$ cat src/rtl/bus_interconnect.sv
// Single-master, N-slave memory-mapped bus fabric: base/mask address decode,
// registered transaction FSM, wait-state support and error response on unmapped/timeout.
module bus_interconnect #(
  parameter int NUM_SLAVES = 4,
  parameter int ADDR_WIDTH = 32,
  parameter int DATA_WIDTH = 32,
  parameter logic [NUM_SLAVES*ADDR_WIDTH-1:0] SLAVE_BASE =
    {32'hF1000000, 32'hF0000000, 32'h00010000, 32'h00000000},
  parameter logic [NUM_SLAVES*ADDR_WIDTH-1:0] SLAVE_MASK =
    {32'hFFFFFFF8, 32'hFFFFFFF0, 32'hFFFF0000, 32'hFFFF0000},
  parameter int TIMEOUT_CYCLES = 16
) (
  input  logic                             clk,
  input  logic                             reset,
  input  logic                             m_valid,
  input  logic                             m_write,
  input  logic [ADDR_WIDTH-1:0]            m_addr,
  input  logic [DATA_WIDTH-1:0]            m_wdata,
  output logic [DATA_WIDTH-1:0]            m_rdata,
  output logic                             m_ready,
  output logic                             m_error,
  output logic [NUM_SLAVES-1:0]            s_sel,
  output logic                             s_write,
  output logic [ADDR_WIDTH-1:0]            s_addr,
  output logic [DATA_WIDTH-1:0]            s_wdata,
  input  logic [NUM_SLAVES*DATA_WIDTH-1:0] s_rdata,
  input  logic [NUM_SLAVES-1:0]            s_ready,
  output logic [ADDR_WIDTH-1:0]            err_addr,
  output logic [7:0]                       err_count
);

  localparam bit                TIMEOUT_EN = (TIMEOUT_CYCLES != 0);
  localparam int                CNT_W      = TIMEOUT_EN ? $clog2(TIMEOUT_CYCLES + 1) : 1;
  localparam logic [CNT_W-1:0]  CNT_LAST   = TIMEOUT_EN ? CNT_W'(TIMEOUT_CYCLES - 1) : '0;

  typedef enum logic [1:0] {
    IDLE,
    ACCESS,
    RESP
  } state_t;

  state_t                  r_state;
  logic [CNT_W-1:0]        r_wait_cnt;

  logic [NUM_SLAVES-1:0]   w_hit_sel;
  logic                    w_hit;
  logic [DATA_WIDTH-1:0]   w_sel_rdata;
  logic                    w_sel_ready;
  logic [7:0]              w_err_count_next;

  // Walk from the highest index down so the lowest matching slave wins on overlap.
  always_comb begin
    // NOTE: every combinational output gets a default first so no path infers a latch.
    w_hit_sel = '0;
    w_hit     = 1'b0;
    for (int i = NUM_SLAVES - 1; i >= 0; i--) begin
      if ((m_addr & SLAVE_MASK[i*ADDR_WIDTH +: ADDR_WIDTH]) == SLAVE_BASE[i*ADDR_WIDTH +: ADDR_WIDTH]) begin
        w_hit_sel    = '0;
        w_hit_sel[i] = 1'b1;
        w_hit        = 1'b1;
      end
    end
  end

  // s_sel is one-hot, so an AND-OR mux is sufficient for the read data path.
  always_comb begin
    w_sel_rdata = '0;
    for (int i = 0; i < NUM_SLAVES; i++) begin
      if (s_sel[i]) w_sel_rdata = w_sel_rdata | s_rdata[i*DATA_WIDTH +: DATA_WIDTH];
    end
  end

  assign w_sel_ready      = |(s_ready & s_sel);
  assign w_err_count_next = (err_count == 8'hFF) ? err_count : err_count + 8'd1;

  always_ff @(posedge clk) begin
    // NOTE: sequential state uses non-blocking assignments only; reset is synchronous and active-low.
    if (!reset) begin
      r_state    <= IDLE;
      r_wait_cnt <= '0;
      s_sel      <= '0;
      m_ready    <= 1'b0;
      m_error    <= 1'b0;
      m_rdata    <= '0;
      s_write    <= 1'b0;
      s_addr     <= '0;
      s_wdata    <= '0;
      err_addr   <= '0;
      err_count  <= '0;
    end else begin
      case (r_state)
        IDLE: begin
          if (m_valid) begin
            s_addr  <= m_addr;
            s_wdata <= m_wdata;
            s_write <= m_write;
            if (w_hit) begin
              s_sel      <= w_hit_sel;
              r_wait_cnt <= '0;
              r_state    <= ACCESS;
            end else begin
              m_ready   <= 1'b1;
              m_error   <= 1'b1;
              m_rdata   <= '0;
              err_addr  <= m_addr;
              err_count <= w_err_count_next;
              r_state   <= RESP;
            end
          end
        end
        ACCESS: begin
          if (w_sel_ready) begin
            m_rdata <= s_write ? '0 : w_sel_rdata;
            m_ready <= 1'b1;
            m_error <= 1'b0;
            s_sel   <= '0;
            r_state <= RESP;
          end else if (TIMEOUT_EN && (r_wait_cnt == CNT_LAST)) begin
            m_rdata   <= '0;
            m_ready   <= 1'b1;
            m_error   <= 1'b1;
            s_sel     <= '0;
            err_addr  <= s_addr;
            err_count <= w_err_count_next;
            r_state   <= RESP;
          end else begin
            r_wait_cnt <= r_wait_cnt + CNT_W'(1);
          end
        end
        RESP: begin
          // Hold the response until the master withdraws its request.
          if (!m_valid) begin
            m_ready <= 1'b0;
            m_error <= 1'b0;
            r_state <= IDLE;
          end
        end
        default: r_state <= IDLE;
      endcase
    end
  end

endmodule

$ cat config.mk
export PLATFORM = sky130hd
export DESIGN_NAME = bus_interconnect
export DESIGN_NICKNAME = d
export VERILOG_FILES = /design/src/rtl/bus_interconnect.sv
export SDC_FILE = /design/constraint.sdc
export NUM_CORES = 1
export LEC_CHECK = 0
export CELL_PAD_IN_SITES_DETAIL_PLACEMENT = 0
export CELL_PAD_IN_SITES_GLOBAL_PLACEMENT = 2
export CORE_ASPECT_RATIO = 1.4
export CORE_MARGIN = 2
export CORE_UTILIZATION = 23
export CTS_CLUSTER_SIZE = 14
export DETAILED_ROUTE_END_ITERATION = 10
export GPL_TIMING_DRIVEN = 0
export PLACE_DENSITY = 0.84
export SLEW_MARGIN = 15
export SYNTH_ARGS = -nofsm -noshare
export SYNTH_HDL_FRONTEND = slang
export SYNTH_SLANG_ARGS = --single-unit
$ cat constraint.sdc
create_clock -name clk -period 6.3 [get_ports clk]
set_clock_uncertainty 0.15 [all_clocks]
set_input_delay 1.26 -clock clk [delete_from_list [all_inputs] [get_ports clk]]
set_output_delay 1.26 -clock clk [all_outputs]
set_load 0.005 [all_outputs]
==> impl_metrics.py <==
metrics = {
    "clocking": {
        "hold_buffers": 0,
        "cts.sink_count": 150,
        "insertion_delay_ps": 440,
        "ctsHtreeMaxLevel": 4,
        "cts_made_buffers": 17,
        "tritoncts": "done",
        "clk_path_buf_depth": 2,
        "cts_setup_buffers": 0,
        "cts_resized": 0,
        "cts_root_buffer": "clkbuf_16",
        "clk_pin_slew_ps": 60,
    },
    "finish": {
        "n_fill_cell": 2848,
        "fin_nets": 1327,
        "fin_area_sq_mm": 0.01088,
        "instances_no_fill": 1508,
        "syn_to_final_growth_pct": 69.24,
        "drive_gt1_share_pct": 3.782,
    },
    "pwr": {
        "ir_worst_vdd_uv": 196.7,
        "power.total_w": 0.002376,
        "power_density_mw_per_mm2": 218.3,
        "power.leakage_nw": 3.798,
    },
    "critical_path": {
        "reg2reg_slack_ps": 3610,
        "setup.worst_path.end_class": "register",
        "critPathMaxStageDelay_ps": 610,
        "cp-endpoint": "err_count[6]",
        "cpMaxStageDelayCell": "or4_1",
        "crit_required_ps": 6450,
        "rr_endpoint": "m_rdata[9]",
        "cp-start-kind": "primary input",
        "r2r_cells": 9,
        "worstSetupStartpoint": "m_addr[21]",
        "cp_max_fo": 10,
        "path_common_cell": "nor3_1",
        "cp_data_arrival_time_ps": 4020,
        "worstReg2RegStart": "r_wait_cnt[0]",
        "crit_type": "in2reg",
        "crit_path_cell_trace": "clkdlybuf4s50_1 > or4_1 > a2111o_1 > nor3_1 > o32ai_1 > buf_2 > buf_6 > a21oi_1 > nor3_1",
    },
    "sta": {
        "slew_violations": 0,
        "rsz0062_at_grt": "false",
        "hold_violations": 0,
        "tns_ps": 0,
        "setup_viol": 0,
        "min_period_ps": 3868,
        "clock.fmax_mhz": 258.5,
        "worst_slew_pin_slew_ps": 849.5,
        "period_share_pct": 61.40,
        "slew_headroom_pct": 43.02,
    },
    "synth": {
        "ys_warn_count": 0,
        "synth_top_family_by_area": "compound AO/OA/AOI/OAI gates",
        "synth_edf_count": 0,
        "ys_types": 47,
        "synthAdderAreaFrac_pct": 0.5837,
        "async_reset_ff_share_pct": 0,
        "postSynthCellCount": 763,
        "synth_nets": 966,
        "ys.flop_type": "dfxtp_1",
        "synth-simple-area-share_pct": 20.49,
        "avgSynthCellArea_sq_um": 8.429,
        "synthMuxAreaShare_pct": 1.245,
        "synth_xor_area_share_pct": 0,
        "synth-seq-cells": 150,
        "netlist_area_sq_mm": 0.006431,
        "synth_compound_area_share_pct": 26.30,
        "yosysSeqAreaShare_pct": 46.69,
    },
    "job": {
        "max_cap_violations": 0,
    },
    "floorplanning": {
        "fp.dieH_microns": 201.9,
        "ios": 343,
        "die_w_microns": 145.3,
        "design.core.area_sq_mm": 0.02757,
        "start_util_pct": 23.33,
        "rows": 72,
        "dieArea_sq_mm": 0.02933,
    },
    "placement": {
        "gp_congestion": 0.8986,
        "io_buffers": 342,
        "placed_cell_area_sq_mm": 0.01032,
        "dpl.cell_count": 1475,
        "dp_hpwl_microns": 23370,
    },
    "routing": {
        "num_vias": 7102,
        "routedWlPerCell_microns": 19.71,
        "drt-total-wl_microns": 29730,
        "wl_met1_microns": 12120,
        "dr.first_iter.drc_count": 308,
        "antenna_left": 0,
        "highest_layer": "met5",
        "via_per_inst": 4.710,
        "drc": 0,
        "dr_wl_met3_microns": 1764,
        "dr.pass1.iters": 5,
        "wl_met2_microns": 15050,
    },
    "outcome": {
        "status": "finished, final reports clean",
    },
    "global_route": {
        "grt_pass1_wl_microns": 44510,
        "grt_max_degree": 17,
        "overflow": 0,
        "grt.total_usage_pct": 19.90,
        "grt_pass1_vias": 7233,
        "antenna_found_initial": 2,
    },
    "worst_hold_path": {
        "hp-class": "reg2reg",
    },
}
## cell usage in the layout (no fill, tap or decap), types with 5 or more instances in the layout
| cell | instances |
|---|---|
| clkinv_2 | 7 |
| or4_1 | 5 |
| clkbuf_1 | 56 |
| dfxtp_1 | 150 |
| a22o_1 | 32 |
| a221oi_1 | 32 |
| clkdlybuf4s50_1 | 342 |
| clkbuf_16 | 17 |
| a21boi_0 | 26 |
| inv_1 | 5 |
| a21oi_1 | 48 |
| o2bb2ai_1 | 32 |
| nand3_1 | 7 |
| nor3_1 | 6 |
| a311oi_1 | 31 |
| nor2_1 | 46 |
| nand2_1 | 212 |
| mux2i_1 | 8 |
## report_power, final
part           internal, W  switching (W)  total, W
clock network     0.000578       0.000421  0.000999
registers         0.000991      0.0000284   0.00102
logic             0.000216       0.000141  0.000358
total              0.00179       0.000590   0.00238
## synth_stat cells (all sizes together), types with 4 or more instances
library cell  instances  area, sq um
mux2i                 8        80.08
and3                  4        25.02
nor2                 46        172.7
dfxtp               150         3003
o2bb2ai              32        280.3
nor3                  6        30.03
a21oi                48        240.2
nand2               212        795.8
a311oi               31        271.5
a221oi               32        280.3
buf                  10        72.57
o21ai                 6        30.03
clkbuf               55        206.5
nand3                 7        35.03
or4                   5        37.54
inv                   5        18.77
nand2b                4        25.02
a22o                 32        280.3
a21boi               27        206.5
## flip-flops by register name, indices dropped and copies added (netlist names)
signal / flops
m_error: 1
m_ready: 1
m_rdata: 32
s_addr: 32
s_write: 1
err_count: 8
r_wait_cnt: 5
r_state: 2
err_addr: 32
s_wdata: 32
s_sel: 4
## kinds of logic (layout without fill, tap and decap cells)
| family | Yosys count | in the layout |
|---|---|---|
| adder cells (fa/ha/maj) | 3 | 3 |
| buffers and inverters | 71 | 445 |
| AND/OR/NAND/NOR | 310 | 310 |
| flip-flops | 150 | 150 |
| AO/OA/AOI/OAI | 221 | 221 |
| multiplexers | 8 | 8 |
| other | 0 | 1 |
## how the worst min path moves through the flow
| stage | startpoint | end | slack (ps) | cells after the start |
|---|---|---|---|---|
| floorplan | s_wdata[0] | s_wdata[0] | 300 | 2 |
| global placement | s_wdata[6] | s_wdata[6] | 290 | 2 |
| detailed placement | m_rdata[4] | m_rdata[4] | 300 | 1 |
| CTS | s_wdata[5] | s_wdata[5] | 310 | 2 |
| global route | m_rdata[21] | m_rdata[21] | 330 | 1 |
| finish | m_rdata[28] | m_rdata[28] | 310 | 1 |
## cell type report
class / instances / area [sq um] / share of cell area, %
antenna: 1 / 2.502 / 0.02299
buffer: 65 / 279.0 / 2.564
clock buffer: 18 / 429.2 / 3.943
clock inverter: 14 / 135.1 / 1.242
inverter: 6 / 22.52 / 0.2069
multi-input combinational: 542 / 3127 / 28.73
sequential: 150 / 3003 / 27.59
tap: 370 / 462.9 / 4.253
timing repair buffer: 342 / 3423 / 31.45
## per-stage QoR
step / hold slack, ps / utilization [%] / setup slack (ps)
floorplan: 302.7 / - / 2940
detailed placement: 295.9 / 37.43 / 1961
CTS: 312.2 / 39.47 / 2417
finish: 308.6 / 39.48 / 2432
global route: 329.2 / 39.48 / 2269
global placement: 291.9 / 37.43 / 1993
## worst max-delay path: cells and delay by family
family | cells | cell delay, ps
buffers and inverters | 3 | 900
AOI/OAI and AO/OA | 3 | 800
and+or+nand+nor | 3 | 1050
## per-layer routing
| metal | vias to the layer above | global-route usage, % |
|---|---|---|
| li1 | 3473 | - |
| met3 | 44 | 5.914 |
| met2 | 222 | 35.55 |
| met5 | - | 0 |
| met1 | 3361 | 22.48 |
| met4 | 2 | 6.968 |
Power figures use the tool's default switching activity.
